===== src/rtl/ps2_key_decoder_if.sv =====
// Byte-in / key-event-out bundle for the PS/2 key decoder.
// The master drives the received bytes and clear; the slave reports key state and events.
interface ps2_key_decoder_if #(
  parameter int unsigned NUM_KEYS = 29
);
  logic [7:0]          rx_data;
  logic                rx_valid;
  logic                clear;
  logic [NUM_KEYS-1:0] key_state;
  logic                no_press;
  logic                evt_valid;
  logic [4:0]          evt_key;
  logic                evt_make;

  modport master (
    output rx_data, rx_valid, clear,
    input  key_state, no_press, evt_valid, evt_key, evt_make
  );

  modport slave (
    input  rx_data, rx_valid, clear,
    output key_state, no_press, evt_valid, evt_key, evt_make
  );
endinterface


===== src/rtl/ps2_key_decoder.sv =====
// Tracks held keys from a PS/2 scancode byte stream and emits press/release events.
// Define PS2_EXTENDED_EN to swallow E0-prefixed (extended) codes instead of ignoring E0.
module ps2_key_decoder #(
  parameter int unsigned NUM_KEYS = 29
) (
  input logic           CLOCK_50,
  input logic           resetn,
  ps2_key_decoder_if.slave bus
);

  localparam logic [1:0] IDLE    = 2'd0;
  localparam logic [1:0] BRK     = 2'd1;
`ifdef PS2_EXTENDED_EN
  localparam logic [1:0] EXT     = 2'd2;
  localparam logic [1:0] EXT_BRK = 2'd3;
`endif

  logic [1:0]          stateQ, stateD;
  logic [NUM_KEYS-1:0] keyStateQ, keyStateD;
  logic                noPressQ;
  logic                evtValidQ, evtValidD;
  logic [4:0]          evtKeyQ, evtKeyD;
  logic                evtMakeQ, evtMakeD;
  logic                hit;
  logic [4:0]          idx;

  // Returns {mapped, index}.
  function automatic logic [5:0] lookupKey(input logic [7:0] code);
    unique case (code)
      8'h0E:   lookupKey = {1'b1, 5'd0};
      8'h16:   lookupKey = {1'b1, 5'd1};
      8'h1E:   lookupKey = {1'b1, 5'd2};
      8'h26:   lookupKey = {1'b1, 5'd3};
      8'h25:   lookupKey = {1'b1, 5'd4};
      8'h2E:   lookupKey = {1'b1, 5'd5};
      8'h36:   lookupKey = {1'b1, 5'd6};
      8'h3D:   lookupKey = {1'b1, 5'd7};
      8'h3E:   lookupKey = {1'b1, 5'd8};
      8'h46:   lookupKey = {1'b1, 5'd9};
      8'h45:   lookupKey = {1'b1, 5'd10};
      8'h4E:   lookupKey = {1'b1, 5'd11};
      8'h55:   lookupKey = {1'b1, 5'd12};
      8'h66:   lookupKey = {1'b1, 5'd13};
      8'h0D:   lookupKey = {1'b1, 5'd14};
      8'h15:   lookupKey = {1'b1, 5'd15};
      8'h1D:   lookupKey = {1'b1, 5'd16};
      8'h24:   lookupKey = {1'b1, 5'd17};
      8'h2D:   lookupKey = {1'b1, 5'd18};
      8'h2C:   lookupKey = {1'b1, 5'd19};
      8'h35:   lookupKey = {1'b1, 5'd20};
      8'h3C:   lookupKey = {1'b1, 5'd21};
      8'h43:   lookupKey = {1'b1, 5'd22};
      8'h44:   lookupKey = {1'b1, 5'd23};
      8'h4D:   lookupKey = {1'b1, 5'd24};
      8'h54:   lookupKey = {1'b1, 5'd25};
      8'h5B:   lookupKey = {1'b1, 5'd26};
      8'h5D:   lookupKey = {1'b1, 5'd27};
      8'h29:   lookupKey = {1'b1, 5'd28};
      default: lookupKey = {1'b0, 5'd0};
    endcase
  endfunction

  assign {hit, idx} = lookupKey(bus.rx_data);

  always_comb begin
    stateD    = stateQ;
    keyStateD = keyStateQ;
    evtValidD = 1'b0;
    evtKeyD   = evtKeyQ;
    evtMakeD  = evtMakeQ;
    if (bus.clear) begin
      stateD    = IDLE;
      keyStateD = '0;
    end else if (bus.rx_valid) begin
      case (stateQ)
        IDLE: begin
          if (bus.rx_data == 8'hF0) begin
            stateD = BRK;
          end else if (bus.rx_data == 8'hE0) begin
`ifdef PS2_EXTENDED_EN
            stateD = EXT;
`endif
          end else if (hit && !keyStateQ[idx]) begin
            keyStateD[idx] = 1'b1;
            evtValidD      = 1'b1;
            evtKeyD        = idx;
            evtMakeD       = 1'b1;
          end
        end
        BRK: begin
          // Without extended support E0 is transparent, so the pending break survives it.
`ifdef PS2_EXTENDED_EN
          if (bus.rx_data != 8'hF0) begin
`else
          if (bus.rx_data != 8'hF0 && bus.rx_data != 8'hE0) begin
`endif
            stateD = IDLE;
            if (hit && keyStateQ[idx]) begin
              keyStateD[idx] = 1'b0;
              evtValidD      = 1'b1;
              evtKeyD        = idx;
              evtMakeD       = 1'b0;
            end
          end
        end
`ifdef PS2_EXTENDED_EN
        EXT:     stateD = (bus.rx_data == 8'hF0) ? EXT_BRK : IDLE;
        EXT_BRK: stateD = IDLE;
`endif
        default: stateD = IDLE;
      endcase
    end
  end

  always_ff @(posedge CLOCK_50 or posedge resetn) begin
    if (resetn) begin
      stateQ    <= IDLE;
      keyStateQ <= '0;
      noPressQ  <= 1'b1;
      evtValidQ <= 1'b0;
      evtKeyQ   <= '0;
      evtMakeQ  <= 1'b0;
    end else begin
      stateQ    <= stateD;
      keyStateQ <= keyStateD;
      noPressQ  <= ~|keyStateD;
      evtValidQ <= evtValidD;
      evtKeyQ   <= evtKeyD;
      evtMakeQ  <= evtMakeD;
    end
  end

  assign bus.key_state = keyStateQ;
  assign bus.no_press  = noPressQ;
  assign bus.evt_valid = evtValidQ;
  assign bus.evt_key   = evtKeyQ;
  assign bus.evt_make  = evtMakeQ;

endmodule


===== src/flat_wrapper.sv =====
// flat-port wrapper written by rule: the top's interface ports become plain ports
module ps2_key_decoder_flat 
#(
  parameter int unsigned NUM_KEYS = 29
)
  (CLOCK_50, resetn, bus_rx_data, bus_rx_valid, bus_clear, bus_key_state, bus_no_press, bus_evt_valid, bus_evt_key, bus_evt_make);
  ps2_key_decoder_if #(.NUM_KEYS(NUM_KEYS)) bus_i ();
  input logic CLOCK_50;
  input logic resetn;
  input wire logic [$bits(bus_i.rx_data)-1:0] bus_rx_data;
  input wire logic [$bits(bus_i.rx_valid)-1:0] bus_rx_valid;
  input wire logic [$bits(bus_i.clear)-1:0] bus_clear;
  output wire logic [$bits(bus_i.key_state)-1:0] bus_key_state;
  output wire logic [$bits(bus_i.no_press)-1:0] bus_no_press;
  output wire logic [$bits(bus_i.evt_valid)-1:0] bus_evt_valid;
  output wire logic [$bits(bus_i.evt_key)-1:0] bus_evt_key;
  output wire logic [$bits(bus_i.evt_make)-1:0] bus_evt_make;
  assign bus_i.rx_data = bus_rx_data;
  assign bus_i.rx_valid = bus_rx_valid;
  assign bus_i.clear = bus_clear;
  assign bus_key_state = bus_i.key_state;
  assign bus_no_press = bus_i.no_press;
  assign bus_evt_valid = bus_i.evt_valid;
  assign bus_evt_key = bus_i.evt_key;
  assign bus_evt_make = bus_i.evt_make;
  ps2_key_decoder #(.NUM_KEYS(NUM_KEYS)) u_core (.CLOCK_50(CLOCK_50), .resetn(resetn), .bus(bus_i));
endmodule

===== config.mk =====
export PLATFORM = sky130hd
export DESIGN_NAME = ps2_key_decoder_flat
export DESIGN_NICKNAME = d
export VERILOG_FILES = /design/src/rtl/ps2_key_decoder_if.sv /design/src/rtl/ps2_key_decoder.sv /design/src/flat_wrapper.sv
export SDC_FILE = /design/constraint.sdc
export NUM_CORES = 1
export LEC_CHECK = 0
export BUFFER_PORTS_ARGS = -buffer_cell sky130_fd_sc_hd__buf_2
export CAP_MARGIN = 10
export CORE_AREA = 4 4 80 82
export DETAILED_ROUTE_END_ITERATION = 12
export DIE_AREA = 0 0 84 86
export GPL_TIMING_DRIVEN = 0
export PLACE_DENSITY = 0.9
export SETUP_SLACK_MARGIN = 0.4
export SYNTH_ARGS = -nofsm -noshare
export SYNTH_HDL_FRONTEND = slang
export SYNTH_SLANG_ARGS = --single-unit

===== constraint.sdc =====
create_clock -name CLOCK_50 -period 5.95 [get_ports CLOCK_50]
set_clock_uncertainty 0.05 [all_clocks]
set_input_delay 0.2975 -clock CLOCK_50 [delete_from_list [all_inputs] [get_ports CLOCK_50]]
set_output_delay 0.2975 -clock CLOCK_50 [all_outputs]
set_load 0.005 [all_outputs]

Word level (Yosys, flattened, before mapping)
Memories as Yosys holds them, arrays and structs flattened.
Index checks and enable logic that the tools add are counted.
- magnitude comparators: 2
- equality and inequality tests: 12
- mux-type cells: 38
- bitwise logic cells: 4
- reduce and logical (&&, ||, !) cells: 12
- operators with widths (kind ; number):
    $mux 29 ; 7
    $pmux 29 s2 ; 1
    $and 29x29->29 ; 1
    $not 29->29 ; 1
    $or 29x29->29 ; 1
    $reduce_or 29->1 ; 1
    $mux 5 ; 5
    $eq 8x8->1 const B ; 2
    $ne 8x8->1 const B ; 2
    $mux 1 ; 14
    $pmux 5 s2 ; 1
    $mux 2 ; 4
    $reduce_and 8->1 ; 1
    $lt 5x6->1 const B ; 1
    $mux 6 ; 1
    $ne 2x1->1 const B ; 3
    $ne 3x2->1 const B ; 2
    $bmux 1 s5 ; 1
    $demux 1 s5 ; 1
    $ge 5x1->1 const B ; 1
    $logic_and 1x1->1 ; 4
    $ne 2x2->1 const B ; 2
    $pmux 1 s2 ; 2
    $pmux 2 s2 ; 1
    6 further kinds ; 8
- register bits: 39
- memory bits (read-only): 768
- bits of input ports: 12
- output and inout bits: 37
- memories kept: 1
- memory list (name ; words ; bits a word ; rd ports ; clocked after memory_dff ; write ports ; RTL line ; source):
    (no name shown) ; 128 ; 6 ; 1 ; 0 ; 0 ; ps2_key_decoder.sv:29 ; unique case (code)

Logic depth before layout (Yosys ltp)
Gate-level depths: netlist of the first run.
An unclocked memory read counts as a cell.
- depth in word-level cells: 15
- mapped depth: 18
- gate-level depth less buffers: 14

Least setup slack after synthesis of the first run
No wires, ideal clock.
- kind: input port to flip-flop
- start point: in bus_rx_data[1]
- end point: reg u_core.noPressQ (netlist: u_core.bus.no_press)
- library setup time: 0.063 ns
- arrival time: 3.367 ns
- required time: 5.837 ns
- slack: 2.470 ns
- cell stages on the path: 17
- cell sequence: inv_1 ha_1 buf_2 nand2_1 o21ai_0 a31oi_1 o41a_1 buf_2 nor3_2 o211ai_1 nand4b_2 or2_1 buf_6 o32ai_2 or4_1 nor4_1 and4_1
- longest elaborated chain between the ends: 15
- elaborated cells between the ends (all ways): 30
- classes of those cells: 2 x order compare; 4 x eq/ne; 13 x mux; 3 x bitwise; 7 x reduce/logical; 1 x memory
- ends and longest elaborated chain (what ; RTL line ; source):
    start: declaration ; flat_wrapper.sv:10 ; input wire logic [$bits(bus_i.rx_data)-1:0] bus_rx_data;
    $mem_v2 128x6 ; - ;
    $mux 6 ; ps2_key_decoder.sv:29 ;
    $lt 5x6->1 (implied by the code) / $ge 5x1->1 (equally long branches) ; ps2_key_decoder.sv:84, ps2_key_decoder.sv:99 ;
    $logic_and 1x1->1 (implied by the code) ; ps2_key_decoder.sv:84, ps2_key_decoder.sv:99 ;
    $mux 1 (implied by the code) ; ps2_key_decoder.sv:84, ps2_key_decoder.sv:99 ;
    $demux 1 s5 ; - ;
    $or 29x29->29 (no source line) / $not 29->29 (equally long branches) ; - ;
    $mux 29 / $and 29x29->29 (equally long branches) ; - ;
    $mux 29, on equally long branches ; ps2_key_decoder.sv:79, ps2_key_decoder.sv:98 ;
    $mux 29, on equally long branches ; ps2_key_decoder.sv:77, ps2_key_decoder.sv:95 ;
    $pmux 29 s2 * ; ps2_key_decoder.sv:75 ; case (stateQ)
    $mux 29 * ; ps2_key_decoder.sv:74 ; end else if (bus.rx_valid) begin
    $mux 29 * ; ps2_key_decoder.sv:71 ; if (bus.clear) begin
    named net u_core.keyStateD[25] ; ps2_key_decoder.sv:19 ; logic [NUM_KEYS-1:0] keyStateQ, keyStateD;
    $reduce_or 29->1 * ; ps2_key_decoder.sv:126 ; noPressQ <= ~|keyStateD;
    $logic_not 1->1 * ; ps2_key_decoder.sv:126 ;
    end signal: assignment ; ps2_key_decoder.sv:126 ;
    end: declaration ; ps2_key_decoder.sv:20 ; logic noPressQ;
Mark *: on every way through the listed nets, which the timed path passes. The rest lies on a longest branch. The select of a mux whose other input is x is not followed.
A chain may end at the register's enable or synchronous reset.

Final worst setup path of the first run
- start point: in bus_rx_data[0]
- end point: reg u_core.noPressQ (netlist: u_core.bus.no_press)
The elaborated chain is that of the path after synthesis.

==> results of run 1 <==
-- sequential cells by signal, summed over array words and instances (netlist names) --
signal,count
u_core.bus.key_state,29
u_core.bus.evt_key,5
u_core.bus.evt_make,1
u_core.bus.evt_valid,1
u_core.bus.no_press,1
u_core.stateQ,1
-- placed cells by master, fill, tap and decap left out, types with 3 or more instances in the layout --
master    instances
buf_4             5
nand3_1          21
a32oi_1           3
buf_2            52
o211ai_1          9
o221ai_1          4
nor3_1            9
and3_1            9
nand4_1           8
nand2_1          37
buf_6             4
a311oi_1          4
a221o_1           4
o22ai_1           3
a21oi_1          26
clkbuf_8          5
a211oi_1          3
and2_1            3
o31ai_1           5
nor2_1           21
clkbuf_1         11
o21ai_1           3
mux2i_1           4
a22oi_1          10
inv_1            23
dfrtp_1          37
o21ai_0          40
a31oi_1          12
or2_2             3
ha_1              5
a211o_1           4
nand2b_1          7
nor2b_1          16
nor4_1            5
-- worst max-delay path, cell delays in order --
cell and delay [ps]:
buf_2 140, inv_1 90, ha_1 320, nand4bb_1 200
a31o_1 330, a211oi_1 270, nand2_1 290, nor3_2 530
o211ai_1 210, nand4b_2 270, or2_1 170, buf_6 160
o32ai_2 90, or4_1 610, nor4_1 360, and4_1 260
-- cells by family (layout without fill, tap and decap cells) --
logic type               after synthesis  in the layout
AO/OA/AOI/OAI                        162            162
adder cells (fa/ha/maj)                5              5
buffers and inverters                 53            107
flip-flops                            38             38
multiplexers                           6              6
AND/OR/NAND/NOR                      155            155
-- metrics by stage --
stage	instances	area, um^2	utilization	hold WS, ps
after global placement	539	3640	0.633	410
after floorplan	419	3320	-	420
after global routing	548	3800	0.662	48.5
after detailed placement	540	3660	0.638	345
final	548	3800	0.662	6.83
after CTS	548	3800	0.662	20.7
-- cell type report --
| cell class | count | area, um^2 | area share |
|---|---|---|---|
| Clock inverter | 3 | 68.8 | 0.0181 |
| Multi-Input combinational cell | 328 | 2100 | 0.552 |
| Inverter | 23 | 86.3 | 0.0227 |
| Timing Repair Buffer | 46 | 253 | 0.0665 |
| Tap cell | 75 | 93.8 | 0.0247 |
| Clock buffer | 5 | 68.8 | 0.0181 |
| Buffer | 30 | 181 | 0.0477 |
| Sequential cell | 38 | 952 | 0.250 |
-- routing by layer --
| metal | global-route usage | part of all wire |
|---|---|---|
| met1 | 0.403 | 0.38 |
| met2 | 0.543 | 0.46 |
| met3 | 0.0634 | 0.11 |
| met4 | 0.161 | 0.057 |
| met5 | 0 | 0 |
-- worst min-delay path by stage --
stage / startpoint / slack (ps) / endpoint
floorplan: u_core.bus.evt_key[4] / 420 / u_core.bus.evt_key[4]
global placement: u_core.bus.evt_key[2] / 410 / u_core.bus.evt_key[2]
detailed placement: resetn / 350 / u_core.bus.evt_key[4]
CTS: resetn / 20 / u_core.bus.key_state[28]
global route: resetn / 50 / u_core.bus.evt_key[4]
finish: resetn / 7 / u_core.bus.key_state[28]
-- power groups by stage --
stage               Clock, mW  Sequential [mW]  Combinational [mW]
floorplan                   0            0.282               0.116
global placement            0            0.281               0.171
detailed placement          0            0.282               0.175
CTS                     0.276            0.277               0.175
global route            0.286            0.279               0.194
finish                  0.275            0.277               0.182
==> flow_metrics.env, run 1 <==
export IMPL_fin_ws_ps=1520
export IMPL_synth_seq_cells=38
export IMPL_synthXorXnorAreaFrac=0
export IMPL_yosys_top_cells_area="dfrtp_1 28%, o21ai_0 6.0%, nand2_1 4.2%"
export IMPL_grt_usage=0.325
export IMPL_clock_path_buffers=2
export IMPL_dp_hpwl_um=8840
export IMPL_ys_types=73
export IMPL_p_leak_nw=1.72
export IMPL_syn_to_final_growth_pct=14.6
export IMPL_grt_overflow_total=0
export IMPL_antenna_found_initial=0
export IMPL_status="finished, final reports clean"
export IMPL_synthAdderAreaFrac=0.0189
export IMPL_rsz0062_at_grt="false"
export IMPL_postRouteAntennaNets=0
export IMPL_crit_path_end="u_core.bus.no_press"
export IMPL_grt_pass1_vias=3579
export IMPL_slew_viol_final=0
export IMPL_ir_drop_mv=0.141
export IMPL_layout_drive_gt1_share=0.195
export IMPL_fin_tns_setup_ps=0
export IMPL_preCtsSetupSlack_ps=1400
export IMPL_synth_area_mux_share=0.0189
export IMPL_worst_slew_pin_slew_ps=684
export IMPL_globalplace_congestion=1.02
export IMPL_netSwitchingFraction=0.318
export IMPL_viasPerCell=7.09
export IMPL_setup_viol=0
export IMPL_wirelength_um=12000
export IMPL_worstRegToRegCells=9
export IMPL_ys_warn_count=0
export IMPL_grt_pass1_wl_um=18600
export IMPL_internal_power_uw=500
export IMPL_crit_type="input port to flip-flop"
export IMPL_htreeDepth=2
export IMPL_die_y_um=86
export IMPL_clkPwrFrac=0.375
export IMPL_clkTransAtPathRegs_ps=90
export IMPL_std_cell_rows=28
export IMPL_synth_simple_gate_area_frac=0.248
export IMPL_grt_max_degree=26
export IMPL_die_area_um2=7220
export IMPL_maxCapViolations=0
export IMPL_comb_power_share=0.248
export IMPL_critPathArrivalTime_ps=4620
export IMPL_io_pin_count=49
export IMPL_seq_power_share=0.377
export IMPL_yosysSeqAreaShare=0.287
export IMPL_synth_edff_count=0
export IMPL_crit_fanout=10
export IMPL_synth_top_family_by_area="compound AO/OA/AOI/OAI gates"
export IMPL_cts_resized=0
export IMPL_hold_viol_final=0
export IMPL_wl_per_cell_um=21.9
export IMPL_max_freq_ghz=0.226
export IMPL_cts_sinks=38
export IMPL_io_buffers=45
export IMPL_synth_compound_area_frac=0.347
export IMPL_ctsHoldBuffers=0
export IMPL_hold_path_class="input port to asynchronous set/reset pin"
export IMPL_antenna_cells=0
export IMPL_fin_nets=489
export IMPL_synth_top_flop_cell="dfrtp_1"
export IMPL_power_total_uw=734
export IMPL_vias=3885
export IMPL_initial_utilization=0.577
export IMPL_p_sw_uw=233
export IMPL_syn_area_per_cell_um2=7.92
export IMPL_async_flop_share=1.00
export IMPL_synth_most_common_cell="o21ai_0"
export IMPL_critPathCaptureType="flip-flop"
export IMPL_root_buffer="clkbuf_8"
export IMPL_critPathLaunchType="input port"
export IMPL_syn_area_um2=3320
export IMPL_synth_common_cells="40 x o21ai_0, 37 x dfrtp_1, 37 x nand2_1, 26 x a21oi_1, 23 x inv_1"
export IMPL_numCtsBuffers=5
export IMPL_first_pass_iters=6
export IMPL_clk_latency_ps=310
export IMPL_synth_top_area_frac=0.279
export IMPL_slew_headroom=0.544
export IMPL_syn_instance_count=419
export IMPL_cts_setup_buffers=0
export IMPL_powerDensity_nw_per_um2=193
export IMPL_core_um2=5750
export IMPL_drcViolationCount=0
export IMPL_worstReg2RegStart="u_core.stateQ[0]"
export IMPL_period_share=0.744
export IMPL_cts_tree="done"
export IMPL_detail_route_iter0_violations=347
export IMPL_fp_dieW_um=84
export IMPL_fin_crit_ps=4430
export IMPL_reg2reg_slack_ps=2490
export IMPL_timing_critical_path_from="bus_rx_data[0]"
export IMPL_syn_nets=436
export IMPL_r2r_end="u_core.bus.no_press"
export IMPL_fill_cells=531
export IMPL_required_ps=6150
export IMPL_synth_top_cell_by_area="dfrtp_1"
No activity file was read; power rests on OpenSTA's default activity.
==> run 2, diff against run 1 <==
--- a/config.mk
+++ b/config.mk
@@ -5,13 +5,14 @@
 export SDC_FILE = /design/constraint.sdc
 export NUM_CORES = 1
 export LEC_CHECK = 0
+export ABC_AREA = 1
 export BUFFER_PORTS_ARGS = -buffer_cell sky130_fd_sc_hd__buf_2
 export CAP_MARGIN = 10
-export CORE_AREA = 4 4 80 82
+export CORE_AREA = 4 4 85 87
 export DETAILED_ROUTE_END_ITERATION = 12
-export DIE_AREA = 0 0 84 86
+export DIE_AREA = 0 0 89 91
 export GPL_TIMING_DRIVEN = 0
-export PLACE_DENSITY = 0.9
+export PLACE_DENSITY = 0.89
 export SETUP_SLACK_MARGIN = 0.4
 export SYNTH_ARGS = -nofsm -noshare
 export SYNTH_HDL_FRONTEND = slang
==> constraint.sdc (replaced) <==
create_clock -name CLOCK_50 -period 4.64 [get_ports CLOCK_50]
set_clock_uncertainty 0.05 [all_clocks]
set_input_delay 0.232 -clock CLOCK_50 [delete_from_list [all_inputs] [get_ports CLOCK_50]]
set_output_delay 0.232 -clock CLOCK_50 [all_outputs]
set_load 0.005 [all_outputs]
==> run 2 against run 1 <==
  * Global-route usage is 2.0 points lower
  * Synthesized area grew 14%
  * Cell count up 42%
  * Routed wire length increased by 1.6%
  * Critical path type unchanged
  * Critical path depth up 7
  * Highest routed layer unchanged
==> flow_metrics.env, run 2 <==
export IMPL_clkPwrFrac=0.336
export IMPL_clkTransAtPathRegs_ps=90
export IMPL_maxCapViolations=0
export IMPL_syn_nets=664
export IMPL_synth_edff_count=0
export IMPL_syn_area_um2=3770
export IMPL_period_share=0.741
export IMPL_numCtsBuffers=5
export IMPL_crit_type="input port to flip-flop"
export IMPL_worst_slew_pin_slew_ps=832
export IMPL_worstRegToRegCells=15
export IMPL_antenna_cells=0
export IMPL_netSwitchingFraction=0.358
export IMPL_drcViolationCount=0
export IMPL_internal_power_uw=678
export IMPL_cts_setup_buffers=0
export IMPL_grt_pass1_vias=4334
export IMPL_clock_path_buffers=2
export IMPL_critPathCaptureType="flip-flop"
export IMPL_syn_to_final_growth_pct=12.3
export IMPL_synth_common_cells="207 x nand2_1, 87 x inv_1, 76 x nor2_1, 63 x nand3_1, 45 x a21oi_1"
export IMPL_layout_drive_gt1_share=0.140
export IMPL_fin_crit_ps=3440
export IMPL_synth_top_area_frac=0.245
export IMPL_seq_power_share=0.356
export IMPL_cts_tree="done"
export IMPL_yosys_top_cells_area="dfrtp_1 25%, nand2_1 21%, inv_1 8.7%"
export IMPL_final_common_cell="nand2_1"
export IMPL_grt_overflow_total=0
export IMPL_fp_dieW_um=89
export IMPL_fin_nets=717
export IMPL_initial_utilization=0.594
export IMPL_globalplace_congestion=0.997
export IMPL_synth_seq_cells=38
export IMPL_dp_hpwl_um=8910
export IMPL_syn_area_per_cell_um2=5.83
export IMPL_grt_max_degree=39
export IMPL_critPathLaunchType="input port"
export IMPL_htreeDepth=2
export IMPL_first_pass_iters=5
export IMPL_layout_common_cells="207 x nand2_1, 86 x inv_1, 76 x nor2_1, 63 x nand3_1, 55 x buf_2"
export IMPL_ys_types=36
export IMPL_fin_ws_ps=1200
export IMPL_max_freq_ghz=0.291
export IMPL_cts_resized=0
export IMPL_comb_power_share=0.308
export IMPL_syn_instance_count=647
export IMPL_rsz0062_at_grt="false"
export IMPL_place_area_um2=4100
export IMPL_clk_latency_ps=300
export IMPL_viasPerCell=5.78
export IMPL_ir_drop_mv=0.219
export IMPL_synth_top_flop_cell="dfrtp_1"
export IMPL_grt_pass1_wl_um=19800
export IMPL_ys_warn_count=0
export IMPL_async_flop_share=1.00
export IMPL_grt_usage=0.305
export IMPL_die_area_um2=8100
export IMPL_postRouteAntennaNets=0
export IMPL_synth_top_cell_by_area="dfrtp_1"
export IMPL_slew_viol_final=0
export IMPL_holdWs_ps=36.6
export IMPL_largest_reg_flops=29
export IMPL_required_ps=4830
export IMPL_detail_route_iter0_violations=447
export IMPL_yosysSeqAreaShare=0.252
export IMPL_slew_headroom=0.444
export IMPL_p_leak_nw=2.42
export IMPL_vias=4495
export IMPL_die_y_um=91
export IMPL_antenna_found_initial=0
export IMPL_core_um2=6350
export IMPL_io_pin_count=49
export IMPL_status="finished, final reports clean"
export IMPL_crit_fanout=10
export IMPL_hold_viol_final=0
export IMPL_preCtsSetupSlack_ps=1020
export IMPL_cts_sinks=38
export IMPL_powerDensity_nw_per_um2=250
export IMPL_root_buffer="clkbuf_8"
export IMPL_p_sw_uw=379
export IMPL_wl_per_cell_um=15.7
export IMPL_hold_path_class="input port to asynchronous set/reset pin"
export IMPL_std_cell_rows=29
export IMPL_final_area_um2=4240
export IMPL_fin_tns_setup_ps=0
export IMPL_wirelength_um=12200
export IMPL_setup_viol=0
export IMPL_synth_most_common_cell="nand2_1"
export IMPL_critPathArrivalTime_ps=3630
export IMPL_io_buffers=46
export IMPL_ctsHoldBuffers=0
[run 2: final cells by class]
class | instances | area (um^2)
Inverter | 95 | 357
Tap cell | 77 | 96.3
Sequential cell | 38 | 952
Timing Repair Buffer | 46 | 230
Clock inverter | 3 | 68.8
Multi-Input combinational cell | 487 | 2300
Fill cell | 581 | 2110
Buffer | 27 | 169
Clock buffer | 5 | 68.8
[run 2: final timing paths]
path / start / slack [ps] / end
max: bus_rx_data[0] / 1200 / u_core.bus.no_press
min: resetn / 40 / u_core.bus.key_state[25]
min in group CLOCK_50: bus_rx_valid / 300 / u_core.bus.key_state[25]
min reg2reg: u_core.bus.evt_key[3] / 440 / u_core.bus.evt_key[3]
max in group asynchronous: resetn / 3980 / u_core.bus.key_state[2]
max reg2reg: u_core.bus.key_state[3] / 2250 / u_core.bus.no_press
[run 2: logic make-up (layout without fill, tap and decap cells)]
| family | Yosys count | in the layout | synth area share |
|---|---|---|---|
| adders and majority gates | 5 | 5 | 0.0166 |
| muxes | 3 | 3 | 0.00796 |
| and+or+nand+nor | 390 | 390 | 0.456 |
| AOI/OAI and AO/OA | 89 | 89 | 0.128 |
| buffers and inverters | 122 | 176 | 0.139 |
| DFF | 38 | 38 | 0.252 |
[run 2: power by group through the flow]
stage                     Clock, mW  Sequential, mW  Combinational [mW]
after floorplan                   0           0.381               0.217
after global placement            0           0.380               0.308
after detailed placement          0           0.382               0.316
after CTS                     0.359           0.376               0.317
after global routing          0.372           0.379               0.360
final                         0.355           0.376               0.326
[run 2: metal layers]
| metal | vias up | track usage | wire, um |
|---|---|---|---|
| met5 | - | 0 | 0 |
| met4 | 0 | 0.135 | 471 |
| met3 | 54 | 0.0552 | 1370 |
| met2 | 294 | 0.465 | 5390 |
| met1 | 1995 | 0.417 | 4960 |
| li1 | 2152 | - | - |
[run 2: worst max-delay path, cell delays in order]
cell     delay, ps
buf_2          130
inv_1          120
ha_1           170
nand2_1        140
o21ai_1        340
nand2_1        120
nand2_2        230
nand2_4        140
buf_6          180
o21ai_1        150
nand2_1         90
nand3_2        100
nand3_4        160
nand3_2        160
buf_6          160
nand3_1         80
a21oi_1        150
nor2_1          80
nor2_1         280
nand3_1        130
nor2_1         120
nand2_1         80
nor2_1          90
[run 2: per-stage QoR]
| stage | instances | total power, mW | util |
|---|---|---|---|
| after floorplan | 647 | 0.598 | - |
| after CTS | 778 | 1.05 | 0.667 |
| after global routing | 778 | 1.11 | 0.667 |
| final | 778 | 1.06 | 0.667 |
| after detailed placement | 770 | 0.698 | 0.646 |
| after global placement | 770 | 0.688 | 0.646 |
==> run 3, diff against run 2 <==
==> constraint.sdc (replaced) <==
create_clock -name CLOCK_50 -period 3.45 [get_ports CLOCK_50]
set_clock_uncertainty 0.05 [all_clocks]
set_input_delay 0.1725 -clock CLOCK_50 [delete_from_list [all_inputs] [get_ports CLOCK_50]]
set_output_delay 0.1725 -clock CLOCK_50 [all_outputs]
set_load 0.005 [all_outputs]
==> run 3 against run 2 <==
  * First-iteration DRC count rose by 26%
  * Hold slack improved by 200 ps
  * Non-clock buffer count rose by 23
  * Critical path depth rose by 2
  * Combinational power rose by 55%
  * Global-route usage rose by 0.22 points
  * Utilization rose by 5.7 points
  * Cell count rose by 3.0%
  * Clock-buffer cell count did not move
  * Worst setup slack got worse by 750 ps
  * Routed wire length rose by 4.7%
  * Power rose by 41%
  * Largest cell class unchanged
  * Highest routed layer unchanged
==> flow_metrics.env, run 3 (synthesis gave the netlist of run 2 again) <==
export IMPL_cp_slowest_stage_delay_ps=270
export IMPL_path_buf_inv=5
export IMPL_detail_route_iter0_violations=564
export IMPL_postRouteAntennaNets=0
export IMPL_slew_viol_final=0
export IMPL_grt_overflow_total=0
export IMPL_cp_slowest_cell="ha_4"
export IMPL_slew_headroom=0.448
export IMPL_numCtsBuffers=5
export IMPL_worst_slew_pin_slew_ps=827
export IMPL_final_area_um2=4600
export IMPL_required_ps=3650
export IMPL_powerDensity_nw_per_um2=325
export IMPL_crit_fanout=10
export IMPL_hold_viol_final=0
export IMPL_p_leak_nw=2.56
export IMPL_wirelength_um=12800
export IMPL_fin_tns_setup_ps=0
export IMPL_antenna_cells=0
export IMPL_critPathLaunchType="input port"
export IMPL_dp_hpwl_um=8910
export IMPL_core_um2=6350
export IMPL_r2r_end="u_core.bus.no_press"
export IMPL_worstRegToRegCells=15
export IMPL_fin_nets=740
export IMPL_final_common_cell="nand2_1"
export IMPL_clock_path_buffers=2
export IMPL_rsz0062_at_grt="false"
export IMPL_cts_sinks=38
export IMPL_die_area_um2=8100
export IMPL_viasPerCell=5.95
export IMPL_die_y_um=91
export IMPL_root_buffer="clkbuf_8"
export IMPL_crit_type="input port to flip-flop"
export IMPL_dp_cells=770
export IMPL_setup_viol=0
export IMPL_ir_drop_mv=0.296
export IMPL_max_freq_ghz=0.334
export IMPL_antenna_found_initial=0
export IMPL_fin_ws_ps=455
export IMPL_initial_utilization=0.594
export IMPL_std_cell_rows=29
export IMPL_status="finished, final reports clean"
export IMPL_reg2reg_slack_ps=1210
export IMPL_critPathArrivalTime_ps=3200
export IMPL_fp_dieW_um=89
export IMPL_place_area_um2=4100
export IMPL_cts_tree="done"
export IMPL_drcViolationCount=0
export IMPL_holdWs_ps=241
export IMPL_fill_cells=521
export IMPL_critPathCaptureType="flip-flop"
export IMPL_path_delay_family="simple AND/OR/NAND/NOR gates"
export IMPL_vias=4769
export IMPL_htreeDepth=2
export IMPL_period_share=0.868
export IMPL_grt_pass1_wl_um=19900
export IMPL_io_buffers=46
export IMPL_io_pin_count=49
export IMPL_maxCapViolations=0
export IMPL_clk_latency_ps=310
export IMPL_finalNonFillerCells=801
export IMPL_first_pass_iters=5
export IMPL_worstReg2RegStart="u_core.bus.key_state[15]"
export IMPL_preCtsSetupSlack_ps=-113
export IMPL_syn_to_final_growth_pct=21.9
export IMPL_wl_per_cell_um=15.9
export IMPL_crit_cells=25
export IMPL_layout_drive_gt1_share=0.209
export IMPL_path_common_cell="nand2_1"
export IMPL_clkTransAtPathRegs_ps=100
export IMPL_timing_critical_path_from="bus_rx_data[1]"
export IMPL_grt_pass1_vias=4354
export IMPL_largest_reg_flops=29
export IMPL_crit_path_end="u_core.bus.no_press"
export IMPL_fin_crit_ps=3000
export IMPL_multi_input_area_um2=2430
export IMPL_layout_common_cells="202 x nand2_1, 83 x inv_1, 66 x nor2_1, 60 x nand3_1, 52 x buf_2"
export IMPL_globalplace_congestion=0.997
export IMPL_hold_path_class="input port to flip-flop"
export IMPL_grt_usage=0.307
export IMPL_grt_max_degree=39
export IMPL_regArea_um2=952
-- run 3: changes by cell type in the layout (fill, tap and decap cells not counted), sizes merged --
cell,previous run,this run
buf,66,85
clkbuf,12,15
dlygate4sd3,0,1
-- run 3: layout make-up --
| type | instances | share of cell area |
|---|---|---|
| clock buffers | 5 | 0.0150 |
| repair buffers | 69 | 0.0933 |
| multi-input cells | 487 | 0.527 |
| flip-flops and latches | 38 | 0.207 |
| clock inverters | 3 | 0.0150 |
| well taps | 77 | 0.0209 |
| inverters | 95 | 0.0792 |
| plain buffers | 27 | 0.0422 |
-- run 3: through the flow --
stage                     total power, mW  utilization
final                                1.49        0.724
after CTS                            1.42        0.674
after floorplan                     0.805            -
after global placement              0.926        0.646
after global routing                 1.56        0.724
after detailed placement            0.939        0.646
-- run 3: per-layer routing --
layer,track usage,share of wire,up-vias
met4,0.127,0.045,0
met5,0,0,-
li1,-,-,2209
met2,0.475,0.44,358
met3,0.0552,0.12,80
met1,0.420,0.39,2122
-- run 3: worst reg2reg max path, delay by kind of cell, from the launching register on --
kind,cells,cell delay (ps)
simple gates,11,1210
compound gates,2,360
buf+inv,2,200
flops,1,380
-- run 3: power breakdown --
group / switching [mW] / internal, mW
sequential: 0.0285 / 0.478
combinational: 0.318 / 0.186
clock: 0.193 / 0.290
total: 0.539 / 0.954
-- run 3: how the worst min path moves through the flow --
| stage | start | endpoint | depth (start not counted) |
|---|---|---|---|
| final | bus_rx_valid | u_core.bus.key_state[25] | 3 |
| after global routing | bus_rx_valid | u_core.bus.key_state[25] | 3 |
| after CTS | bus_rx_valid | u_core.bus.key_state[25] | 3 |
| after detailed placement | resetn | u_core.bus.key_state[0] | 2 |
| after global placement | u_core.bus.evt_key[4] | u_core.bus.evt_key[4] | 2 |
| after floorplan | resetn | u_core.bus.evt_key[0] | 1 |
-- run 3: timing repair --
action,4_1_cts,5_1_grt
buffers inserted,3,18
resized for setup,3,50
hold buffers,1,0
cloned,0,1
endpoints found under the setup margin,7,13
pin swaps,2,11
endpoints found under the hold margin,2,0
